--- src/rtl/fetch_ctrl_if.sv ---
// Instruction-memory port: req/gnt address phase, rvalid/rdata response phase.
interface fetch_ctrl_if #(
  parameter int unsigned XLEN     = 32,
  parameter int unsigned PC_WIDTH = 32
);
  logic                req;
  logic [PC_WIDTH-1:0] addr;
  logic                gnt;
  logic                rvalid;
  logic [XLEN-1:0]     rdata;

  modport master (output req, addr, input gnt, rvalid, rdata);
  modport slave  (input req, addr, output gnt, rvalid, rdata);
endinterface

--- src/rtl/fetch_ctrl.sv ---
// Fetch sequencer: owns the PC, keeps one memory request in flight, holds the
// fetched instruction across decode stalls and squashes responses made stale by redirects.
module fetch_ctrl #(
  parameter int unsigned         XLEN     = 32,
  parameter int unsigned         PC_WIDTH = 32,
  parameter logic [PC_WIDTH-1:0] RESET_PC = '0
) (
  input  logic                clk,
  input  logic                rst,
  input  logic                redirect_i,
  input  logic [PC_WIDTH-1:0] redirect_pc_i,
  input  logic                stall_i,
  fetch_ctrl_if.master        mem,
  output logic                inst_valid_o,
  output logic [XLEN-1:0]     inst_o,
  output logic [PC_WIDTH-1:0] inst_pc_o,
  output logic [PC_WIDTH-1:0] pcplus4_o
);

  localparam logic [PC_WIDTH-1:0] PC_STEP    = PC_WIDTH'(4);
  localparam logic [PC_WIDTH-1:0] ALIGN_MASK = ~PC_WIDTH'(3);

  typedef enum logic [1:0] {
    ST_IDLE = 2'd0,
    ST_REQ  = 2'd1,
    ST_WAIT = 2'd2,
    ST_HOLD = 2'd3
  } state_t;

  state_t              state_q, state_n;
  logic [PC_WIDTH-1:0] pc_q, pc_n;
  logic [PC_WIDTH-1:0] pend_pc_q, pend_pc_n;
  logic                redir_pend_q, redir_pend_n;
  logic                discard_q, discard_n;
  logic                req_q;
  logic                inst_valid_n;
  logic [XLEN-1:0]     inst_n;
  logic [PC_WIDTH-1:0] inst_pc_n;
  logic [PC_WIDTH-1:0] target;
  logic                consume;

  assign target  = redirect_pc_i & ALIGN_MASK;
  assign consume = inst_valid_o & ~stall_i;

  assign mem.req  = req_q;
  assign mem.addr = pc_q;

  // State and datapath registers
  always_ff @(posedge clk) begin
    if (rst) begin
      state_q      <= ST_IDLE;
      pc_q         <= RESET_PC;
      pend_pc_q    <= '0;
      redir_pend_q <= 1'b0;
      discard_q    <= 1'b0;
      req_q        <= 1'b0;
      inst_valid_o <= 1'b0;
      inst_o       <= '0;
      inst_pc_o    <= '0;
      pcplus4_o    <= PC_STEP;
    end else begin
      state_q      <= state_n;
      pc_q         <= pc_n;
      pend_pc_q    <= pend_pc_n;
      redir_pend_q <= redir_pend_n;
      discard_q    <= discard_n;
      req_q        <= (state_n == ST_REQ);
      inst_valid_o <= inst_valid_n;
      inst_o       <= inst_n;
      inst_pc_o    <= inst_pc_n;
      pcplus4_o    <= inst_pc_n + PC_STEP;
    end
  end

  // Next-state: a redirect always outranks rvalid and consume
  always_comb begin
    state_n = state_q;
    case (state_q)
      ST_IDLE: state_n = ST_REQ;
      ST_REQ:  if (mem.gnt) state_n = ST_WAIT;
      ST_WAIT: begin
        if (redirect_i) begin
          if (mem.rvalid) state_n = ST_REQ;
        end else if (mem.rvalid) begin
          state_n = discard_q ? ST_REQ : ST_HOLD;
        end
      end
      ST_HOLD: if (redirect_i || consume) state_n = ST_REQ;
      default: state_n = ST_IDLE;
    endcase
  end

  // Datapath updates; the address stays frozen until gnt, so REQ-phase redirects are parked
  always_comb begin
    pc_n         = pc_q;
    pend_pc_n    = pend_pc_q;
    redir_pend_n = redir_pend_q;
    discard_n    = discard_q;
    inst_valid_n = inst_valid_o;
    inst_n       = inst_o;
    inst_pc_n    = inst_pc_o;
    case (state_q)
      ST_IDLE: if (redirect_i) pc_n = target;
      ST_REQ: begin
        if (mem.gnt) begin
          redir_pend_n = 1'b0;
          if (redirect_i) begin
            pc_n      = target;
            discard_n = 1'b1;
          end else if (redir_pend_q) begin
            pc_n      = pend_pc_q;
            discard_n = 1'b1;
          end
        end else if (redirect_i) begin
          pend_pc_n    = target;
          redir_pend_n = 1'b1;
        end
      end
      ST_WAIT: begin
        if (redirect_i) begin
          pc_n      = target;
          discard_n = ~mem.rvalid;
        end else if (mem.rvalid) begin
          if (discard_q) begin
            discard_n = 1'b0;
          end else begin
            inst_n       = mem.rdata;
            inst_pc_n    = pc_q;
            inst_valid_n = 1'b1;
          end
        end
      end
      ST_HOLD: begin
        if (redirect_i) begin
          pc_n         = target;
          inst_valid_n = 1'b0;
        end else if (consume) begin
          pc_n         = pc_q + PC_STEP;
          inst_valid_n = 1'b0;
        end
      end
      default: ;
    endcase
  end

endmodule

--- src/flat_wrapper.sv ---
// flat-port wrapper written by rule: the top's interface ports become plain ports
module fetch_ctrl_flat 
#(
  parameter int unsigned         XLEN     = 32,
  parameter int unsigned         PC_WIDTH = 32,
  parameter logic [PC_WIDTH-1:0] RESET_PC = '0
)
  (clk, rst, redirect_i, redirect_pc_i, stall_i, inst_valid_o, inst_o, inst_pc_o, pcplus4_o, mem_req, mem_addr, mem_gnt, mem_rvalid, mem_rdata);
  fetch_ctrl_if #(.XLEN(XLEN), .PC_WIDTH(PC_WIDTH)) mem_i ();
  input  logic clk;
  input  logic rst;
  input  logic redirect_i;
  input  logic [PC_WIDTH-1:0] redirect_pc_i;
  input  logic stall_i;
  output logic inst_valid_o;
  output logic [XLEN-1:0] inst_o;
  output logic [PC_WIDTH-1:0] inst_pc_o;
  output logic [PC_WIDTH-1:0] pcplus4_o;
  output wire logic [$bits(mem_i.req)-1:0] mem_req;
  output wire logic [$bits(mem_i.addr)-1:0] mem_addr;
  input wire logic [$bits(mem_i.gnt)-1:0] mem_gnt;
  input wire logic [$bits(mem_i.rvalid)-1:0] mem_rvalid;
  input wire logic [$bits(mem_i.rdata)-1:0] mem_rdata;
  assign mem_req = mem_i.req;
  assign mem_addr = mem_i.addr;
  assign mem_i.gnt = mem_gnt;
  assign mem_i.rvalid = mem_rvalid;
  assign mem_i.rdata = mem_rdata;
  fetch_ctrl #(.XLEN(XLEN), .PC_WIDTH(PC_WIDTH), .RESET_PC(RESET_PC)) u_core (.clk(clk), .rst(rst), .redirect_i(redirect_i), .redirect_pc_i(redirect_pc_i), .stall_i(stall_i), .mem(mem_i), .inst_valid_o(inst_valid_o), .inst_o(inst_o), .inst_pc_o(inst_pc_o), .pcplus4_o(pcplus4_o));
endmodule
--- config.mk ---
export PLATFORM = sky130hd
export DESIGN_NAME = fetch_ctrl_flat
export DESIGN_NICKNAME = d
export VERILOG_FILES = /design/src/rtl/fetch_ctrl_if.sv /design/src/rtl/fetch_ctrl.sv /design/src/flat_wrapper.sv
export SDC_FILE = /design/constraint.sdc
export NUM_CORES = 1
export LEC_CHECK = 0
export ABC_AREA = 1
export BUFFER_PORTS_ARGS = -buffer_cell sky130_fd_sc_hd__buf_2
export CAP_MARGIN = 20
export CORE_MARGIN = 10
export CORE_UTILIZATION = 53
export CTS_CLUSTER_SIZE = 10
export DETAILED_ROUTE_END_ITERATION = 6
export PLACE_DENSITY = 0.85
export RECOVER_POWER = 25
export SYNTH_ARGS = -nofsm -noshare
export SYNTH_HDL_FRONTEND = slang
export SYNTH_SLANG_ARGS = --single-unit
--- constraint.sdc ---
create_clock -name clk -period 2.2 [get_ports clk]
set_input_delay 0.11 -clock clk [delete_from_list [all_inputs] [get_ports clk]]
set_output_delay 0.11 -clock clk [all_outputs]
set_load 0.02 [all_outputs]
### Word-level counts from Yosys, hierarchy flattened

Index checks and enable logic that the tools add are counted.

* logic and storage cells: 74
* latch bits: 0
* bits in writable memories: 0
* memories kept: 0
* input bits: 70
* bits in registers: 164
* output and inout port bits: 130
* memory bits (read-only): 0

* shift-type cells: 0
* magnitude comparators: 0
* add/subtract/negate cells: 2
* equality and inequality tests: 12
* multiply operators: 0
* bitwise operators: 6
* multiplexer cells: 32
* reductions and logical operators: 12
* div/mod/pow operators: 0

Operator list (count)
* $mux 32: 10
* $pmux 32 s3: 1
* $add 32x3->32 const B: 2
* $mux 1: 12
* $mux 2: 6
* $reduce_and 4->1: 3
* $ne 2x2->1 const B: 4
* $pmux 2 s4: 1
* $ne 3x2->1 const B: 2
* $reduce_bool 2->1: 3
* $not 1->1: 5
* $reduce_and 5->1: 1
* $eq 2x1->1 const B: 2
* $eq 2x2->1 const B: 2
* $pmux 1 s2: 2
* $ne 3x3->1 const B: 1
* $reduce_and 3->1: 1
* $logic_not 2->1: 1
* $ne 2x1->1 const B: 1
* $reduce_and 2->1: 1
* $reduce_or 2->1: 1
* $and 1x1->1: 1
* $logic_or 1x1->1: 1

### Depth between registers and ports, before layout

* word-level depth: 6
* gate-level depth with buffers: 15
* mapped depth without buffers: 14

### Least setup slack after synthesis

Ideal clock, no wire load.

* path type: register to register
* start point: reg u_core.state_q[0]
* end point: reg u_core.pcplus4_o[24]
* arrival time: 1.795 ns
* path buffers: 2
* period minus slack after synthesis: 1.908 ns
* library setup time: 0.112 ns
* cell stages (with the launch flop): 16
* data required time: 2.088 ns
* path slack: 0.292 ns
* cell sequence: dfxtp_1 -> buf_4 -> nor2_4 -> nand2_2 -> buf_6 -> nand2_1 -> o21ai_2 -> inv_1 -> ha_1 -> nand2_1 -> nor2_1 -> nand3_1 -> nor2_2 -> nand2_1 -> nand2_1 -> nand2_1

* longest elaborated chain between the ends: 3

Ends and longest elaborated chain
* from (decl): line fetch_ctrl.sv:30 `state_t state_q, state_n;`
* from (signal assigned): line fetch_ctrl.sv:62 `state_q <= state_n;`
* $eq 2x2->1: line fetch_ctrl.sv:102 `case (state_q)`
* $mux 32: line fetch_ctrl.sv:102
* net u_core.inst_pc_n[2]: line fetch_ctrl.sv:38 `logic [PC_WIDTH-1:0] inst_pc_n;`
* $add 32x3->32: line fetch_ctrl.sv:71 `pcplus4_o <= inst_pc_n + PC_STEP;`
* to (signal assigned): line fetch_ctrl.sv:71
* to (decl): line fetch_ctrl.sv:17 `output logic [PC_WIDTH-1:0] pcplus4_o`

The timed path passes the listed nets, and every way through them passes these cells.
A chain may end at the register's enable or synchronous reset.

### Worst setup path after layout

* start point: reg u_core.state_q[1]
* end point: reg u_core.pcplus4_o[23]

* longest elaborated chain between the ends: 3

Ends and longest elaborated chain (line)
* $eq 2x2->1: fetch_ctrl.sv:102
* $mux 32: fetch_ctrl.sv:102
* $add 32x3->32: fetch_ctrl.sv:71

No other way between the ends.

==> results.cfg <==
[timing]
setup_viol = 0
relSlewSlack_pct = 54.9
fmax_mhz = 466
fin_crit_sh_pct = 97.5
final_hold_viol_count = 0
tightest_slew_ps = 676
slew_viol_final = 0
fin_tns_setup_ps = 0
rsz0062_at_grt = yes
fin_crit_ps = 2150
clock_skew_ps = 6.80

[placement]
io_buffers = 195
post-dp-hpwl_mm = 20.1
place_congestion = 0.972

[die]
io_pins = 200
die-height_um = 141
row_count = 44
initial_core_util_pct = 53.8
core_area_mm2 = 0.0144
die_area_mm2 = 0.0199
die_w_um = 141

[final_layout]
final_layout_size_suffix_gt1_share_pct = 16.6
synthToLayoutAreaGrowth_pct = 32.3
nNetsFinal = 1515
final_util_pct = 71.1
n_antenna_cell = 0

[clock_tree]
numCtsBuffers = 17
htreeDepth = 4
cts_root_buf = clkbuf_16
clock_sinks = 159
clkTransAtPathRegs_ps = 60
cts_buffer_depth = 2
cts_tree = done
clk_latency_ps = 430

[run]
drv_cap = 0

[power_and_ir_drop]
power_switching_share_pct = 28.5
powerDensity_mw_per_mm2 = 695
pwr-share-clk_pct = 41.1
p_leak_nw = 4.33
finalPower_mw = 7.13
p_seq_share_pct = 44.4
p_int_mw = 5.10
switching_power_mw = 2.03
ir_drop_mv = 0.531
power_frac_comb_pct = 14.5

[worst_setup_path]
crit_required_ps = 2520
worstSetupStartpointType = flip-flop
critPathTopFamily = simple AND/OR/NAND/NOR gates
cp.buffers_inverters = 2
path_cells = nand2_2 -> nor2_4 -> buf_4 -> buf_12 -> nand3_1 -> nand2_1 -> nand2_1 -> nor2_4 -> nand3_1 -> nor2_1 -> nand3_1 -> nand2_1 -> nand2_1
arrival_ps = 2460
cp_common_cell = nand2_1
crit_path_end_kind = flip-flop
max_stage_delay_ps = 370
cp_slowest_cell = dfxtp_1
path_class = flip-flop to flip-flop
critPathMaxFanout = 8

[worst_hold_path]
hold_path_class = primary input to flip-flop

[logic_synthesis]
synthesis.area_mm2 = 0.00775
ys_dominant_reg_cell = dfxtp_1
yosysMostFrequentCell = nand2_1
synth-seq-area-share_pct = 41.1
yosysWarnings = 0
synth_largest_area_cell = dfxtp_1
async_reset_ff_share_pct = 0
synth.avg_cell_area_um2 = 6.55
synth_top_cell_area_share_pct = 41.1
syn_inst = 1184
ys_ff_latch = 159
synth_enable_flop_cells = 0
yosys-top-cells-area = dfxtp_1 (41%), nand2_1 (13%), nor2_1 (10%)
synthDistinctLibCells = 35
synth_common_cells = nand2_1 (265), nor2_1 (211), dfxtp_1 (159)

[global_routing]
grt-ovfl-total = 0
grt_pass1_vias = 8482
grt_pass1_wl_mm = 43.1
grt_max_degree = 62
grt_usage_pct = 26.3
antenna_found_initial = 0

[drt]
routedWlPerCell_um = 17.2
viasPerCell = 5.55
dr.first_iter.drc_count = 979
wl_mm = 28.2
dr.pass1.iters = 6
ant_nets = 0
vias = 9097
drc = 0

[outcome]
status = complete, no violations
flip-flops by register name, summed over array words and instances (netlist names):
signal and flops:
u_core.mem.addr 30, u_core.pcplus4_o 31, u_core.inst_valid_o 1, u_core.inst_o 32
u_core.mem.req 1, u_core.state_q 2, u_core.inst_pc_o 30, u_core.redir_pend_q 1
u_core.pend_pc_q 30, u_core.discard_q 1
path summary, 6_finish.rpt:
kind,slack (ps),cells after the start,endpoint,from
hold reg to reg,450,2,u_core.pend_pc_q[6],u_core.pend_pc_q[6]
setup / recovery,50,13,u_core.pcplus4_o[23],u_core.state_q[1]
hold / removal,8,3,u_core.inst_o[23],mem_rdata[23]
setup reg to reg,50,13,u_core.pcplus4_o[23],u_core.state_q[1]
stage by stage:
step	hold slack, ps	instance area [um2]	setup slack, ps	std cells
after floorplan	245	7760	292	1185
after global placement	346	9000	127	1544
after detailed placement	360	9000	65.2	1544
after CTS	6.84	10200	46.3	1635
after global routing	10.0	10300	-52.9	1640
final	7.97	10300	53.9	1640
timing repair:
action / 4_1_cts / 5_1_grt
setup buffers: 0 / 3
gates resized for setup: 0 / 29
setup endpoints to repair: 0 / 22
endpoints found under the hold margin: 67 / 0
hold buffers: 59 / 0
placed cells by master (no fill, tap or decap), drive strengths merged, types with 59 or more instances in the layout:
master,n
nand2,268
nor2,224
buf,171
dfxtp,159
o21ai,140
inv,116
clkbuf,92
a21oi,83
nand3,68
dlygate4sd3,59
cell families (layout without fill, tap and decap cells):
group	count (synthesis)	after routing	synth area share (%)
adders and majority gates	2	2	0.323
AOI/OAI and AO/OA	248	248	17.0
and+or+nand+nor	588	588	31.1
xor gates and xnor gates	6	6	0.678
other	1	2	0.0484
buffers and inverters	180	451	9.84
DFF	159	159	41.1
power groups by stage:
| stage | logic (mW) | registers [mW] | clock network [mW] |
|---|---|---|---|
| after floorplan | 0.463 | 3.27 | 0 |
| after global placement | 0.898 | 3.21 | 0 |
| after detailed placement | 0.916 | 3.22 | 0 |
| after CTS | 1.00 | 3.15 | 2.95 |
| after global routing | 1.13 | 3.17 | 3.06 |
| final | 1.04 | 3.17 | 2.93 |
final cells by class:
type                            count  area (um2)
Fill cell                        1222        4160
Multi-Input combinational cell    846        3900
Sequential cell                   159        3180
Timing Repair Buffer              302        1930
Clock buffer                       20         447
Inverter                          117         439
Tap cell                          184         230
Clock inverter                     12         135
worst min-delay path: cells and delay by family:
kind	cells	cell delay, ps
simple gates	1	110
compound gates	1	110
buf+inv	1	70
routing by layer:
metal	wire, um	global-route usage [%]	vias up
met5	0	0	-
met4	985	11.9	0
met3	2950	6.92	83
met2	13100	43.2	559
met1	11200	31.7	4131
li1	-	-	4324
(Power assumes the default switching activity.)
